**config.mk**
```make
export PLATFORM = sky130hd
export DESIGN_NAME = cache_refill_ctrl
export DESIGN_NICKNAME = d
export VERILOG_FILES = /design/src/rtl/cache_refill_ctrl.sv
export SDC_FILE = /design/constraint.sdc
export NUM_CORES = 1
export LEC_CHECK = 0
export ABC_AREA = 1
export BUFFER_PORTS_ARGS = -buffer_cell sky130_fd_sc_hd__buf_2
export CAP_MARGIN = 5
export CORE_UTILIZATION = 57
export CTS_CLUSTER_SIZE = 14
export DETAILED_ROUTE_END_ITERATION = 10
export PLACE_DENSITY_LB_ADDON = 0.25
export SLEW_MARGIN = 10
export SYNTH_ARGS = -nofsm -noshare
export SYNTH_HDL_FRONTEND = slang
export SYNTH_SLANG_ARGS = --single-unit
```
**constraint.sdc**
```tcl
create_clock -name CLK -period 3.3 [get_ports CLK]
set_clock_uncertainty 0.15 [all_clocks]
set_input_delay 0.33 -clock CLK [delete_from_list [all_inputs] [get_ports CLK]]
set_output_delay 0.33 -clock CLK [all_outputs]
set_load 0.02 [all_outputs]
```
**src/rtl/cache_refill_ctrl.sv**
```systemverilog
// rtl/cache_refill_ctrl.sv - read-request / line-refill controller for a direct-mapped cache array (option macro: REFILL_BYPASS_EN)
module cache_refill_ctrl #(
    parameter int ADDR_W = 16,
    parameter int IDX_W  = 6,
    parameter int LINE_W = 128,
    parameter int WORD_W = 32
) (
    input  logic              CLK,
    input  logic              RST,
    input  logic              REQ_VALID,
    input  logic [ADDR_W-1:0] REQ_ADDR,
    output logic              REQ_READY,
    output logic              RSP_VALID,
    output logic [WORD_W-1:0] RSP_WORD,
    output logic              C_CEN,
    output logic              C_WORC,
    output logic [ADDR_W-1:0] C_A,
    output logic [IDX_W-1:0]  C_WA,
    output logic [LINE_W-1:0] C_D,
    input  logic [LINE_W-1:0] C_Q,
    input  logic              C_HIT,
    output logic              MEM_REQ,
    output logic [ADDR_W-1:0] MEM_ADDR,
    input  logic              MEM_ACK,
    input  logic              MEM_RVALID,
    input  logic [WORD_W-1:0] MEM_RDATA
);

    localparam int BEATS    = LINE_W / WORD_W;
    localparam int BEAT_W   = $clog2(BEATS);
    localparam int BYTE_OFF = $clog2(WORD_W / 8);
    localparam int LINE_OFF = $clog2(LINE_W / 8);
    localparam logic [BEAT_W-1:0] LAST_BEAT = BEAT_W'(BEATS - 1);

    typedef enum logic [2:0] {
        S_IDLE,
        S_LOOKUP,
        S_CHECK,
        S_MISS_REQ,
        S_FILL,
        S_WRITE
    } state_t;

    state_t             state;
    logic [ADDR_W-1:0]  addr;
    logic [BEAT_W-1:0]  beat;
    logic [LINE_W-1:0]  fill_line;
    logic [LINE_W-1:0]  fill_next;
    logic [IDX_W-1:0]   idx;
    logic [BEAT_W-1:0]  wsel;

    assign idx  = addr[LINE_OFF +: IDX_W];
    assign wsel = addr[BYTE_OFF +: BEAT_W];

    function automatic logic [WORD_W-1:0] pick_word(input logic [LINE_W-1:0] line,
                                                    input logic [BEAT_W-1:0] sel);
        return line[sel*WORD_W +: WORD_W];
    endfunction

    // Fill line with the beat currently on MEM_RDATA merged into slot 'beat'
    always_comb begin
        fill_next = fill_line;
        fill_next[beat*WORD_W +: WORD_W] = MEM_RDATA;
    end

    // Request FSM; every output is a register updated alongside the state
    always_ff @(posedge CLK) begin
        if (RST) begin
            state     <= S_IDLE;
            addr      <= '0;
            beat      <= '0;
            fill_line <= '0;
            REQ_READY <= 1'b0;
            RSP_VALID <= 1'b0;
            RSP_WORD  <= '0;
            C_CEN     <= 1'b1;
            C_WORC    <= 1'b1;
            C_A       <= '0;
            C_WA      <= '0;
            C_D       <= '0;
            MEM_REQ   <= 1'b0;
            MEM_ADDR  <= '0;
        end else begin
            // Cache is idle and the response strobe is a pulse unless a state below says otherwise
            RSP_VALID <= 1'b0;
            C_CEN     <= 1'b1;
            C_WORC    <= 1'b1;

            case (state)
                S_IDLE: begin
                    // Acceptance is gated by the registered ready so nothing is taken
                    // in the first cycle after reset release
                    if (REQ_READY && REQ_VALID) begin
                        addr      <= REQ_ADDR;
                        REQ_READY <= 1'b0;
                        C_CEN     <= 1'b0;
                        C_A       <= REQ_ADDR;
                        C_WA      <= REQ_ADDR[LINE_OFF +: IDX_W];
                        state     <= S_LOOKUP;
                    end else begin
                        REQ_READY <= 1'b1;
                    end
                end

                S_LOOKUP: begin
                    // Array registers the compare this cycle; result is visible in CHECK
                    state <= S_CHECK;
                end

                S_CHECK: begin
                    if (C_HIT) begin
                        RSP_WORD  <= pick_word(C_Q, wsel);
                        RSP_VALID <= 1'b1;
                        REQ_READY <= 1'b1;
                        state     <= S_IDLE;
                    end else begin
                        MEM_REQ   <= 1'b1;
                        MEM_ADDR  <= {addr[ADDR_W-1:LINE_OFF], {LINE_OFF{1'b0}}};
                        state     <= S_MISS_REQ;
                    end
                end

                S_MISS_REQ: begin
                    // Beats seen here are not ours yet and are ignored
                    if (MEM_ACK) begin
                        MEM_REQ   <= 1'b0;
                        beat      <= '0;
                        fill_line <= '0;
                        state     <= S_FILL;
                    end
                end

                S_FILL: begin
                    if (MEM_RVALID) begin
                        fill_line <= fill_next;
                        beat      <= beat + 1'b1;
                        if (beat == LAST_BEAT) begin
                            // Last beat: the complete line goes straight onto the write port
                            C_CEN  <= 1'b0;
                            C_WORC <= 1'b0;
                            C_WA   <= idx;
                            C_A    <= addr;
                            C_D    <= fill_next;
                            state  <= S_WRITE;
                        end
                    end
                end

                S_WRITE: begin
`ifdef REFILL_BYPASS_EN
                    // Answer from the fill buffer instead of re-reading the array
                    RSP_WORD  <= pick_word(fill_line, wsel);
                    RSP_VALID <= 1'b1;
                    REQ_READY <= 1'b1;
                    state     <= S_IDLE;
`else
                    // Replay the compare; a miss here loops back through the refill path
                    C_CEN <= 1'b0;
                    C_A   <= addr;
                    C_WA  <= idx;
                    state <= S_LOOKUP;
`endif
                end

                default: begin
                    state <= S_IDLE;
                end
            endcase
        end
    end

endmodule

```
==> results by group, run 1 <==
Power
  – Peak supply drop: a little under 500 uV
  – Pwr dens: a little under 600 nW/um^2
  – Leakage: ~7.4 nW

Finish
  – Final core utilization: between 70% and 80%
  – Nets: ~2.6k
  – Leading cell type in the layout, fill and taps excluded: nand2_1
  – Commonest cells after routing, fill and taps aside: nand2_1 (812), buf_2 (379), dfxtp_1 (339), a21oi_1 (277), nor2_1 (188)
  – Layout cells sized above 1: 19.8%
  – P&R area growth vs syn: 21.4%
  – Design area: approximately 18000 sq um

Setup path
  – R2R cell count: 8
  – Top delay family on crit path: adder cells
  – Critical Path AT: roughly 3.0 ns
  – Launch point of the worst reg-to-reg path: beat[0]$_SDFFE_PP0P_
  – Critical path buffer and inverter count: 2
  – Critical path endpoint category: flip-flop
  – FF-to-FF End: C_D[94]$_SDFFE_PP0P_
  – Critical Path RT: around 3.6 ns
  – Critical path class: flip-flop to flip-flop
  – Flop2flop setup slack: roughly 0.6 ns
  – Number of cells on the critical path: 8
  – Slowest CP cell: ha_1
  – Critical Path Fanout Max: 23
  – CP cell instances: inv_1, ha_1, inv_1, nor2_1, nand2_1, o21ai_1, nand2_1, a21oi_1
  – Setup crit start kind: flip-flop
  – Slowest stage delay, CP: approximately 0.64 ns

Clocking
  – Clk slew on worst S/H paths: ~0.06 ns
  – TritonCTS clock tree: built
  – H-tree levels: 2
  – Setup Fix Bufs, Post-CTS: 0
  – Post-CTS Hold Fix Bufs: 15
  – Root Buffer: clkbuf_16
  – CTS buffer count: 36
  – Clock Sink Count: between 300 and 400
  – Post-CTS resize count: 0
  – Worst skew pair latency: roughly 0.52 ns
  – CTS Buffer Depth: 3

Outcome
  – Status: completed

Floorplanning
  – Starting Density: approximately three fifths
  – Die width: approximately 160 microns
  – IO Pins: 385
  – Die height: 163 microns
  – Core region area: 25300 sq um
  – DIE AREA: about 27000 sq um
  – Site Rows: 58

Timing
  – Fin. Hold Viols: 0
  – Worst Tran Pin Value: between 0.9 and 1 ns
  – Fin crit period: approximately 2.7 ns
  – Fin worst setup slack: between 0.6 and 0.7 ns
  – Max-slew violation count: 0
  – Max Clk Rate: 371 MHz
  – Setup TNS Final: 0 ns
  – Final worst-path cycle share: between 80% and 90%
  – Final setup vio count: 0
  – Unrepaired setup endpoints after global routing: false
  – Slew HR: a little over a third

Placed design
  – Final GP Congestion: between 0.9 and 1
  – Placement-stage cell area: roughly 17000 sq um
  – # port buffers: 380
  – Hpwl dp: 31300 microns
  – Post-place setup slack: between 0.6 and 0.7 ns

Drt
  – Post-route DRC: 0
  – DRT Wirelength: 46900 microns
  – Vias/cell: roughly 5.6
  – DR vias: between 15k and 20k
  – DR WL/cell: between 15 and 20 microns
  – DRT Pass-1 Iters: 6
  – Starting DRC count in detailed routing: between 1.5k and 2k
  – Antenna-violating nets left: 0

Logic synthesis
  – Synthesized instance count: 2154
  – Syn_area_per_cell: 6.86 sq um
  – FF+latch count, synth: between 300 and 400
  – Synth warn: 0
  – Leading area contributor after synthesis: dfxtp_1
  – Top cells by area, synth: dfxtp_1 (46%), nand2_1 (21%), a21oi_1 (9.4%)
  – Sequential share of the synthesized area: between 40 and 50%
  – Post-synth top area share: a little under half
  – Post-synthesis cell area: 14800 sq um
  – Yosys cell types: 26

GRT
  – Initial antenna violation count: 2
  – Total GRT Usage: 34.7%
  – Largest net degree at the start of global routing: between 100 and 150
  – Vias in the first global route: approximately 14k
  – GR Overflow Total: 0
  – First-pass GRT wire length: ~74000 microns

Flow run
  – Max-Cap Viols: 0

Hold path
  – WHS Endpoint: addr[3]$_SDFFE_PP0P_
  – Min-delay worst type: input port to flip-flop
  – HP Start: REQ_ADDR[3]
  – Hold path cells: 3
-- cell type report --
cell class	instances	area [sq um]
Sequential cell	340	6810
Fill cell	2186	7390
Timing Repair Buffer	423	2360
Tap cell	330	413
Inverter	27	103
Clock inverter	15	193
Antenna cell	2	5.00
Multi-Input combinational cell	1613	6980
Clock buffer	50	1080
-- synthesized netlist by cell type, drive strengths merged --
| library cell | number |
|---|---|
| o21a | 1 |
| o22ai | 33 |
| dfxtp | 340 |
| nand3 | 64 |
| buf | 94 |
| inv | 27 |
| nand2 | 816 |
| ha | 5 |
| nand4 | 23 |
| a21oi | 277 |
| o21ai | 195 |
| clkbuf | 83 |
| nor3 | 1 |
| nor2 | 194 |
| conb | 1 |
-- tightest hold or removal path, stage by stage --
cell	delay, ns
buf_2	0.09
o21ai_0	0.08
a21oi_1	0.11
-- metal layers --
metal  track usage [%]  up-vias  wire length [microns]
li1                  -     7563                      -
met1              45.4     7201                  18600
met2              54.1      832                  21600
met3              6.29      173                   4130
met4              18.9        0                   2520
met5                 0        -                      0
-- cell families after synthesis --
group | share of synthesized area [%]
compound gates | 17.4
fa+ha+maj | 0.424
buf+inv | 6.79
flops | 46.1
other cells | 0.0254
simple gates | 29.2
-- metrics by stage --
step                std cells  hold WS (ns)  total power [W]
global placement         2718         0.293          0.00633
floorplan                2157         0.289          0.00584
finish                   2800        0.0100           0.0106
detailed placement       2718         0.302          0.00637
global route             2800        0.0220           0.0110
CTS                      2798       0.00157           0.0106
-- power by group --
group          internal (W)  switching, W
combinational      0.000582       0.00127
sequential          0.00434      0.000146
clock               0.00260       0.00167
-- worst max path at each step --
| stage | from | endpoint | slack (ns) |
|---|---|---|---|
| 2_1_floorplan | beat[0]$_SDFFE_PP0P_ | fill_line[78]$_SDFFE_PP0P_ | 1.14 |
| 3_3_place_gp | beat[0]$_SDFFE_PP0P_ | C_D[34]$_SDFFE_PP0P_ | 0.76 |
| 3_5_place_dp | beat[0]$_SDFFE_PP0P_ | C_D[107]$_SDFFE_PP0P_ | 0.67 |
| 4_1_cts | beat[0]$_SDFFE_PP0P_ | C_D[94]$_SDFFE_PP0P_ | 0.65 |
| 5_1_grt | beat[0]$_SDFFE_PP0P_ | fill_line[95]$_SDFFE_PP0P_ | 0.30 |
| 6_report | beat[0]$_SDFFE_PP0P_ | C_D[94]$_SDFFE_PP0P_ | 0.61 |
-- state kept, by name, summed over array words and instances, names as in the netlist, 2 cells and up --
register   count
addr          16
fill_line    126
MEM_ADDR      12
C_A           16
beat           2
C_D          128
state          3
RSP_WORD      32
No activity file was read; power rests on OpenSTA's default activity.
==> run 2, diff against run 1 <==
--- a/config.mk
+++ b/config.mk
@@ -8,7 +8,7 @@
 export ABC_AREA = 1
 export BUFFER_PORTS_ARGS = -buffer_cell sky130_fd_sc_hd__buf_2
 export CAP_MARGIN = 5
-export CORE_UTILIZATION = 57
+export CORE_UTILIZATION = 48
 export CTS_CLUSTER_SIZE = 14
 export DETAILED_ROUTE_END_ITERATION = 10
 export PLACE_DENSITY_LB_ADDON = 0.25
==> constraint.sdc (replaced) <==
create_clock -name CLK -period 2.2 [get_ports CLK]
set_clock_uncertainty 0.15 [all_clocks]
set_input_delay 0.22 -clock CLK [delete_from_list [all_inputs] [get_ports CLK]]
set_output_delay 0.22 -clock CLK [all_outputs]
set_load 0.02 [all_outputs]
==> run 2 against run 1 <==
  * Final cell count increased by 5.1%
  * Core utilization decreased by 7.4 points
  * Sequential share of layout area fell by 2.1 points
  * Non-clock buffer count is 85 higher
  * Worst hold slack hardly changed
  * Critical path type unchanged
==> results by group, run 2 (same netlist as run 1, synthesis figures left out) <==
Outcome
  – Status: completed

Clocking
  – Clock Sink Count: 340 (unchanged)
  – Worst skew pair latency: 0.52 ns (about the same)
  – Clk slew on worst S/H paths: 0.06 ns (about the same)
  – CTS buffer count: 38 (+5.6%)
  – CTS Buffer Depth: 3 (unchanged)
  – TritonCTS clock tree: built
  – H-tree levels: 2 (unchanged)
  – Root Buffer: clkbuf_16

Floorplanning
  – IO Pins: 385 (unchanged)
  – Site Rows: 63 (+8.6%)
  – Starting Density: 49.3% (-9.0 points)
  – Die width: 177 microns (+8.9%)
  – Die height: 177 microns (+8.9%)
  – DIE AREA: 31500 sq um (+19%)
  – Core region area: 30000 sq um (+18%)

Timing
  – Fin. Hold Viols: 0 (unchanged)
  – Final worst-path cycle share: 93.4% (+12 points)
  – Unrepaired setup endpoints after global routing: false
  – Setup TNS Final: 0 ns (unchanged)
  – Worst Tran Pin Value: 0.621 ns (-0.352 ns)
  – Max-slew violation count: 0 (unchanged)
  – Max Clk Rate: 486 MHz (+31%)
  – Fin crit period: 2.06 ns (-0.639 ns)
  – Final setup vio count: 0 (unchanged)
  – Slew HR: 58.6% (+24 points)

Drt
  – DRT Wirelength: 49400 microns (+5.5%)
  – Starting DRC count in detailed routing: 1710 (-8.3%)
  – DRT Pass-1 Iters: 5 (-1)
  – DR WL/cell: 16.8 microns (+0.30%)
  – Antenna-violating nets left: 0 (unchanged)
  – Vias/cell: 5.46 (-3.1%)
  – Post-route DRC: 0 (unchanged)
  – DR vias: 16.1k (+1.9%)

Setup path
  – Critical path class: flip-flop to flip-flop
  – Setup crit start kind: flip-flop
  – Critical Path AT: 2.28 ns (-0.70 ns)
  – Critical Path RT: 2.43 ns (-1.15 ns)
  – Critical path endpoint category: flip-flop
  – Critical Path Fanout Max: 41 (+78%)
  – Flop2flop setup slack: 0.14 ns (-0.46 ns)

Finish
  – Layout cells sized above 1: 19.5% (-0.27 points)
  – Max reg flops: 128 (unchanged)
  – Regs by FF count: C_D x128, fill_line x126, RSP_WORD x32
  – Final core utilization: 63.4% (-7.4 points)
  – Post-Layout Cell Count: 2944 (+5.1%)
  – Leading cell type in the layout, fill and taps excluded: nand2_1
  – Nets: 2715 (+3.3%)
  – Commonest cells after routing, fill and taps aside: nand2_1 (812), buf_2 (379), dfxtp_1 (339), a21oi_1 (277), nor2_1 (188)
  – P&R area growth vs syn: 28.5%
  – Biggest register: C_D
  – Diodes inserted: 0 (-2)

Power
  – Clock share of power: 39.4% (-0.9 points)
  – Peak supply drop: 531 uV (+10%)
  – Sequential power share: 41.2% (-1.1 points)
  – Switching share of power: 29.1% (about the same)
  – Int Pwr: 0.0116 W (+54%)
  – Leakage: 7.88 nW (+5.8%)
  – Pwr dens: 863 nW/um^2 (+46%)
  – Switch Pwr: 0.00477 W (+55%)
  – Comb pwr share: 19.3% (+1.8 points)

Placed design
  – Placed insts: 2790 (+2.6%)
  – Hpwl dp: 32400 microns (+3.3%)
  – Final GP Congestion: 0.908 (-3.8%)
  – # port buffers: 380 (unchanged)

GRT
  – Vias in the first global route: 15.1k (+5.3%)
  – Initial antenna violation count: 0 (-2)
  – Largest net degree at the start of global routing: 122 (-5.4%)
  – First-pass GRT wire length: 77300 microns (+4.7%)
  – GR Overflow Total: 0 (unchanged)
  – Total GRT Usage: 30.6% (-4.0 points)

Hold path
  – Min-delay worst type: input port to flip-flop

Flow run
  – Max-Cap Viols: 0 (unchanged)
[run 2: changes by cell type in the layout (fill, tap and decap cells not counted), moves of 2 or more]
cell | previous run | this run
clkinv_2 | 9 | 5
dlygate4sd3_1 | 15 | 87
buf_12 | 7 | 19
clkbuf_1 | 4 | 8
diode_2 | 2 | 0
[run 2: area by class of cell]
cell class,instances,area (sq um)
inverters,27,105
flip-flops and latches,340,6810
clock buffers,56,1130
repair buffers,508,3330
fillers,2699,11000
multi-input cells,1613,6980
well taps,390,488
clock inverters,10,146
[run 2: worst paths after layout]
check	start	endpoint	cells past startpoint
hold reg to reg	C_D[109]$_SDFFE_PP0P_	C_D[109]$_SDFFE_PP0P_	2
hold / removal	MEM_RDATA[24]	C_D[24]$_SDFFE_PP0P_	5
setup / recovery	beat[0]$_SDFFE_PP0P_	C_D[119]$_SDFFE_PP0P_	8
setup reg to reg	beat[0]$_SDFFE_PP0P_	C_D[119]$_SDFFE_PP0P_	8
[run 2: routing by layer]
layer / up-vias / GRT usage, % / wire [microns]
met1: 7378 / 37.6 / 19600
met5: - / 0 / 0
met3: 172 / 6.13 / 4170
met4: 0 / 15.5 / 2500
li1: 7720 / - / -
met2: 798 / 50.8 / 23100
[run 2: worst max-delay path, cell delays in order (launching register included)]
cell and delay (ns):
dfxtp_1 0.32, buf_4 0.16, ha_1 0.28, nand2_1 0.15
nor2_4 0.27, inv_4 0.17, buf_12 0.21, nand2_1 0.10
a21oi_1 0.08
[run 2: stage by stage]
| stage | setup slack (ns) | hold slack [ns] | instance area, sq um | total power [W] |
|---|---|---|---|---|
| floorplan | 0.0399 | 0.205 | 14800 | 0.00876 |
| global placement | 0.155 | 0.293 | 16800 | 0.00959 |
| detailed placement | 0.131 | 0.302 | 16800 | 0.00966 |
| CTS | 0.0802 | 0.00257 | 19000 | 0.0164 |
| global route | 0.00692 | 0.0217 | 19000 | 0.0170 |
| finish | 0.144 | 0.0103 | 19000 | 0.0164 |
[run 2: power groups by stage]
stage	clock network [W]	logic, W	registers, W
finish	0.00646	0.00317	0.00675
detailed placement	0	0.00279	0.00687
CTS	0.00654	0.00311	0.00675
global route	0.00680	0.00346	0.00679
global placement	0	0.00273	0.00686
floorplan	0	0.00164	0.00712
[run 2: repair_timing]
item,4_1_cts,5_1_grt
setup buffers,0,1
hold endpoints to repair,95,0
hold buffers,87,0
gates resized for setup,0,2
endpoints found under the setup margin,0,32
